## src/rtl/glyph_loader_pkg.sv

```systemverilog
// Shared geometry and FSM encoding for the glyph loader and its row shifter.
// Also intended for the pixel serializer that reuses glyph_row_shifter.
package glyph_loader_pkg;

    localparam int GL_ADDR_W = 4;
    localparam int GL_ROWS   = 8;
    localparam int GL_COLS   = 8;
    localparam int GL_DATA_W = GL_ROWS * GL_COLS;

    typedef enum logic [2:0] {
        S_IDLE    = 3'd0,
        S_COLLECT = 3'd1,
        S_WRITE   = 3'd2,
        S_RDREQ   = 3'd3,
        S_CHECK   = 3'd4,
        S_FINISH  = 3'd5
    } gl_state_t;

endpackage

```

## src/rtl/glyph_row_shifter.sv

```systemverilog
// Row counter plus shift register that packs ROWS bytes into one glyph word.
// full_o flags the transfer that completes a glyph; the word is stable until the next shift.
module glyph_row_shifter
    import glyph_loader_pkg::*;
#(
    parameter int ROWS = GL_ROWS,
    parameter int COLS = GL_COLS,
    localparam int DATA_W = ROWS * COLS
) (
    input  logic              clk,
    input  logic              rst,
    input  logic              clear_i,
    input  logic              shift_i,
    input  logic [COLS-1:0]   byte_i,
    output logic [DATA_W-1:0] rows_o,
    output logic              full_o
);

    localparam int CNT_W = (ROWS > 1) ? $clog2(ROWS) : 1;
    localparam logic [CNT_W-1:0] LAST_ROW = CNT_W'(ROWS - 1);

    logic [CNT_W-1:0]  cnt_q, cnt_d;
    logic [DATA_W-1:0] rows_q, rows_d;

    assign full_o = shift_i && (cnt_q == LAST_ROW);
    assign rows_o = rows_q;

    always_comb begin
        cnt_d  = cnt_q;
        rows_d = rows_q;
        if (clear_i) begin
            cnt_d = '0;
        end else if (shift_i) begin
            // Oldest row drifts toward the MSBs, so row 0 ends at the top of the word.
            rows_d = {rows_q[DATA_W-COLS-1:0], byte_i};
            cnt_d  = full_o ? '0 : cnt_q + 1'b1;
        end
    end

    always_ff @(posedge clk) begin
        if (rst) begin
            cnt_q  <= '0;
            rows_q <= '0;
        end else begin
            cnt_q  <= cnt_d;
            rows_q <= rows_d;
        end
    end

endmodule

```

## src/rtl/glyph_loader.sv

```systemverilog
// Streams glyph rows into the character ROM, one 64-bit glyph per slot,
// and verifies every slot by reading it back after the write.
module glyph_loader
    import glyph_loader_pkg::*;
#(
    parameter int ADDR_W = GL_ADDR_W,
    parameter int ROWS   = GL_ROWS,
    parameter int COLS   = GL_COLS,
    localparam int DATA_W = ROWS * COLS
) (
    input  logic              clk,
    input  logic              rst,
    input  logic              start,
    input  logic [ADDR_W-1:0] start_addr,
    input  logic [ADDR_W:0]   count,
    input  logic              byte_valid,
    input  logic [COLS-1:0]   byte_data,
    output logic              byte_ready,
    output logic [ADDR_W-1:0] rom_addr,
    output logic              rom_w_en,
    output logic [DATA_W-1:0] rom_wdata,
    input  logic [DATA_W-1:0] rom_rdata,
    output logic              busy,
    output logic              done,
    output logic              error,
    output logic [ADDR_W-1:0] err_addr
);

    localparam logic [ADDR_W:0] SLOTS   = {1'b1, {ADDR_W{1'b0}}};
    localparam logic [ADDR_W:0] REM_ONE = {{ADDR_W{1'b0}}, 1'b1};

    gl_state_t         state_q, state_d;
    logic [ADDR_W-1:0] cur_q, cur_d;
    logic [ADDR_W:0]   rem_q, rem_d;
    logic              error_q, error_d;
    logic [ADDR_W-1:0] err_addr_q, err_addr_d;

    logic [ADDR_W:0]   count_clamped;
    logic              clear_rows;
    logic              shift_en;
    logic              rows_full;
    logic [DATA_W-1:0] glyph;

    assign count_clamped = (count > SLOTS) ? SLOTS : count;
    assign shift_en      = byte_valid && byte_ready;

    glyph_row_shifter #(
        .ROWS (ROWS),
        .COLS (COLS)
    ) u_shifter (
        .clk     (clk),
        .rst     (rst),
        .clear_i (clear_rows),
        .shift_i (shift_en),
        .byte_i  (byte_data),
        .rows_o  (glyph),
        .full_o  (rows_full)
    );

    always_comb begin
        state_d    = state_q;
        cur_d      = cur_q;
        rem_d      = rem_q;
        error_d    = error_q;
        err_addr_d = err_addr_q;
        clear_rows = 1'b0;
        case (state_q)
            S_IDLE: begin
                if (start) begin
                    cur_d      = start_addr;
                    rem_d      = count_clamped;
                    error_d    = 1'b0;
                    clear_rows = 1'b1;
                    state_d    = (count_clamped == '0) ? S_FINISH : S_COLLECT;
                end
            end
            S_COLLECT: if (rows_full) state_d = S_WRITE;
            S_WRITE:   state_d = S_RDREQ;
            // One dead cycle so the ROM read sees the freshly written word, not the old one.
            S_RDREQ:   state_d = S_CHECK;
            S_CHECK: begin
                if ((rom_rdata != glyph) && !error_q) begin
                    error_d    = 1'b1;
                    err_addr_d = cur_q;
                end
                cur_d   = cur_q + 1'b1;
                rem_d   = rem_q - 1'b1;
                state_d = (rem_q == REM_ONE) ? S_FINISH : S_COLLECT;
            end
            S_FINISH:  state_d = S_IDLE;
            default:   state_d = S_IDLE;
        endcase
    end

    always_ff @(posedge clk) begin
        if (rst) begin
            state_q    <= S_IDLE;
            cur_q      <= '0;
            rem_q      <= '0;
            error_q    <= 1'b0;
            err_addr_q <= '0;
        end else begin
            state_q    <= state_d;
            cur_q      <= cur_d;
            rem_q      <= rem_d;
            error_q    <= error_d;
            err_addr_q <= err_addr_d;
        end
    end

    assign byte_ready = (state_q == S_COLLECT);
    assign rom_w_en   = (state_q == S_WRITE);
    assign rom_wdata  = (state_q == S_WRITE) ? glyph : '0;
    assign rom_addr   = (state_q == S_IDLE) ? '0 : cur_q;
    assign busy       = (state_q != S_IDLE) && (state_q != S_FINISH);
    assign done       = (state_q == S_FINISH);
    assign error      = error_q;
    assign err_addr   = err_addr_q;

endmodule

```

## config.mk

```make
export PLATFORM = sky130hd
export DESIGN_NAME = glyph_loader
export DESIGN_NICKNAME = d
export VERILOG_FILES = /design/src/rtl/glyph_loader_pkg.sv /design/src/rtl/glyph_row_shifter.sv /design/src/rtl/glyph_loader.sv
export SDC_FILE = /design/constraint.sdc
export NUM_CORES = 1
export LEC_CHECK = 0
export CAP_MARGIN = 0
export CORE_ASPECT_RATIO = 0.6
export CORE_MARGIN = 3
export CORE_UTILIZATION = 30
export DETAILED_ROUTE_END_ITERATION = 8
export SLEW_MARGIN = 0
export SYNTH_ARGS = -nofsm -noshare
export SYNTH_HDL_FRONTEND = slang
export SYNTH_SLANG_ARGS = --single-unit
```

## constraint.sdc

```tcl
create_clock -name clk -period 4.2 [get_ports clk]
set_input_delay 0.63 -clock clk [delete_from_list [all_inputs] [get_ports clk]]
set_output_delay 0.63 -clock clk [all_outputs]
set_load 0.01 [all_outputs]
```

==> impl_summary.txt <==
----------------------------------------------------
[Power]
  Post-layout total power ... about 1.8 mW
  Static leakage ... between 2 and 2.5 nW
  Maximum vdd drop ... 0.149 mV
  Power density over the cells ... roughly 290 nW/um^2

[Timing]
  Final min period ... 3180 ps
  TNS Setup ... 0 ps
  Number of hold-slack violations in the final timing report ... 0
  Number of slew-limit violations in the final report ... 0
  Unrepaired setup endpoints after global routing ... no
  Maximum clock frequency ... around 310 MHz
  Transition time at the pin with the least slew margin ... roughly 1000 ps
  Final setup viols ... 0
  Portion of the clock cycle consumed by the worst path in the final layout ... between 70% and 80%
  Layout Skew ... approximately 7.7 ps
  Relative slew slack ... between 30 and 40%

[Finish]
  Fillers ... between 1,000 and 1,500
  Most common library cell in the layout ignoring fill and taps ... sky130_fd_sc_hd__clkdlybuf4s50_1
  Area used by multi-input combinational logic ... ~2600 um^2
  Fraction of the core area covered by cells at the end of the flow ... 45.6%
  Final nets ... about 790
  Area used by sequential logic in the layout ... roughly 1700 um^2
  Fraction of layout cells with a size suffix above 1 ... a little over 5%
  Growth of design area from synthesis to finish ... 44.1%
  Final Instance Count excl. Fillers ... roughly 900
  Most frequent cells in the layout ... sky130_fd_sc_hd__clkdlybuf4s50_1 (160), sky130_fd_sc_hd__nand2_1 (136), sky130_fd_sc_hd__dfxtp_1 (84), sky130_fd_sc_hd__a21oi_1 (74), sky130_fd_sc_hd__and2_1 (66)
  # diodes ... 0
  Post-route cell area ... between 6000 and 7000 um^2

[Routing]
  Routed via count ... roughly 4,400
  Via-to-Cell Ratio ... about 4.8
  Number of detailed-routing iterations run before antenna repair ... 7
  Detailed router's first-iteration violation count ... ~290
  Drt wl/cell ... ~18 um
  Aggregate routed wire length ... about 16,000 um
  DRC violation count after routing ... 0
  Antenna viol nets, final ... 0

[Setup path]
  Crit path DAT ... between 2000 and 3000 ps
  R2r worst-path depth ... 6
  Startpoint of the worst register-to-register path ... state_q[0]$_SDFFE_PP0P_
  Worst setup slack for register-to-register paths ... 1840 ps
  Max FO, Critical Path ... 65
  Crit path kind ... register to output port
  Endpoint class of the critical path ... output port
  Endpoint of the lowest-slack register-to-register path ... u_shifter.rows_o[35]$_SDFFE_PP0P_
  Critical Path Start Type ... register
  Worst EP required ... around 3600 ps

[Synthesis]
  Synth Flop Type ... sky130_fd_sc_hd__dfxtp_1
  Number of flops mapped to enable cells by yosys ... 0
  Average size of a mapped cell ... around 8 um^2
  Cell count after synthesis ... between 500 and 600
  Count of unique library cells instantiated by Yosys ... 38
  Fraction of synthesis flops using an asynchronous set or reset pin ... 0%
  Syn Nets ... 651
  Total number of yosys warnings ... 0
  FF+latch count, synth ... 84
  Area of the mapped netlist ... around 4500 um^2
  Portion of the post-synthesis area used by sequential elements ... 37.6%

[Place]
  Routability congestion estimate from global placement ... roughly 0.9
  IO Port Bufs ... about 160
  Placed Cells ... 884
  Post-detailed-placement cell area ... 6150 um^2
  Post-DP HPWL ... 12,500 um

[Clock network]
  Max Buffers Root-to-Sink ... 2
  Clk sinks ... 84
  Source-to-sink clock delay at the later pin of the worst-skew pair ... between 300 and 400 ps
  Maximum level of the CTS H-tree ... 3
  Hold bufs inserted after CTS ... 0
  Setup repair bufs after CTS ... 0
  Library cell used as clock root buffer ... sky130_fd_sc_hd__clkbuf_16
  Number of cells upsized or downsized after cts ... 0
  Total clock buffers created by CTS ... 9
  CTS tree ... yes
  Register clock-pin slew on the reported worst setup and hold paths ... about 60 ps

[Global route]
  Wire length of the first global-routing pass ... about 25,000 um
  Total congestion overflow ... 0
  Vias in the first global route ... approximately 4,300
  GRT Overall Usage ... between 10% and 20%
  Number of antenna violations at the first check in global routing ... 1
  Largest net degree at the start of global routing ... 66

[Floorplan]
  Core region area ... 14,100 um^2
  IO Count ... 162
  Die ar. ... 16,500 um^2
  Die Wd ... 164 um
  Row Count ... 33
  Initial Util ... 31.7%
  Height of the die ... approximately 100 um

[Job]
  Maxcap violations ... 0

[Min path]
  Number of cells on the worst hold path ... 2
  Launch instance of the worst min-delay path ... u_shifter.rows_o[62]$_SDFFE_PP0P_
  Type of the worst min-delay path ... register to register
  Endpoint of the worst hold-timing path ... u_shifter.rows_o[62]$_SDFFE_PP0P_

[Status]
  Outcome ... completed

----------------------------------------------------
-- flip-flops by register name, indices dropped and copies added, names as in the netlist --
signal	flops
u_shifter.rows_o	64
error	1
u_shifter.cnt_q	3
rem_q	5
state_q	3
cur_q	4
err_addr	4
-- through the flow --
stage	hold WS [ps]	setup WS, ps
after floorplan	457	2300
after global placement	467	1440
after detailed placement	474	1400
after CTS	483	1030
after global routing	505	884
final	484	1020
-- how the worst max path moves through the flow --
stage | from | to | slack, ps
global route | state_q[1]$_SDFFE_PP0P_ | rom_wdata[10] | 880
CTS | state_q[1]$_SDFFE_PP0P_ | rom_wdata[47] | 1030
floorplan | state_q[0]$_SDFFE_PP0P_ | rom_wdata[10] | 2300
detailed placement | state_q[1]$_SDFFE_PP0P_ | rom_wdata[47] | 1400
global placement | state_q[1]$_SDFFE_PP0P_ | rom_wdata[18] | 1440
finish | state_q[1]$_SDFFE_PP0P_ | rom_wdata[10] | 1020
-- cells by family (layout without fill, tap and decap cells) --
group	after synthesis	in the layout	synth area share, %
and+or+nand+nor	277	277	31.6
AOI/OAI and AO/OA	90	90	11.2
DFF	84	84	37.6
muxes	4	4	0.895
xor gates and xnor gates	64	64	12.5
adders and majority gates	5	5	1.40
buffers and inverters	37	183	4.76
-- power by group --
| part | leakage [nW] | internal, mW | total (mW) | switching (mW) |
|---|---|---|---|---|
| clock | 0.146 | 0.474 | 0.796 | 0.322 |
| sequential | 0.679 | 0.807 | 0.822 | 0.0147 |
| combinational | 1.30 | 0.120 | 0.229 | 0.110 |
-- critical path, stage by stage (launching register included) --
cell                              delay, ps
sky130_fd_sc_hd__dfxtp_1                640
sky130_fd_sc_hd__nor3b_2                250
sky130_fd_sc_hd__buf_4                  480
sky130_fd_sc_hd__and2_1                 270
sky130_fd_sc_hd__clkdlybuf4s50_1        560
-- cells in the mapped netlist (all sizes together) (6+ instances only) --
master,n,area share (%)
nand2b,8,1.1
buf,12,2.7
dfxtp,84,38
nor2,16,1.3
clkbuf,22,1.8
nand2,138,12
xnor2,64,13
nand4,17,2.4
nor3,8,1.7
and2,67,9.4
a21oi,74,8.3
nor4,6,0.84
-- area by class of cell --
class	instances	area share, %
clock buffers	11	3.77
clock inverters	4	0.757
inverters	3	0.175
multi-input cells	440	40.1
flip-flops and latches	84	26.1
well taps	192	3.73
repair buffers	165	25.4
-- routing by layer --
metal / vias up / routed length, um / track usage [%]
met5: - / 13 / 0
met4: 2 / 130 / 3.70
met3: 12 / 1320 / 5.34
met2: 184 / 6360 / 26.5
met1: 2018 / 8590 / 31.4
li1: 2139 / - / -
Power figures use the tool's default switching activity.
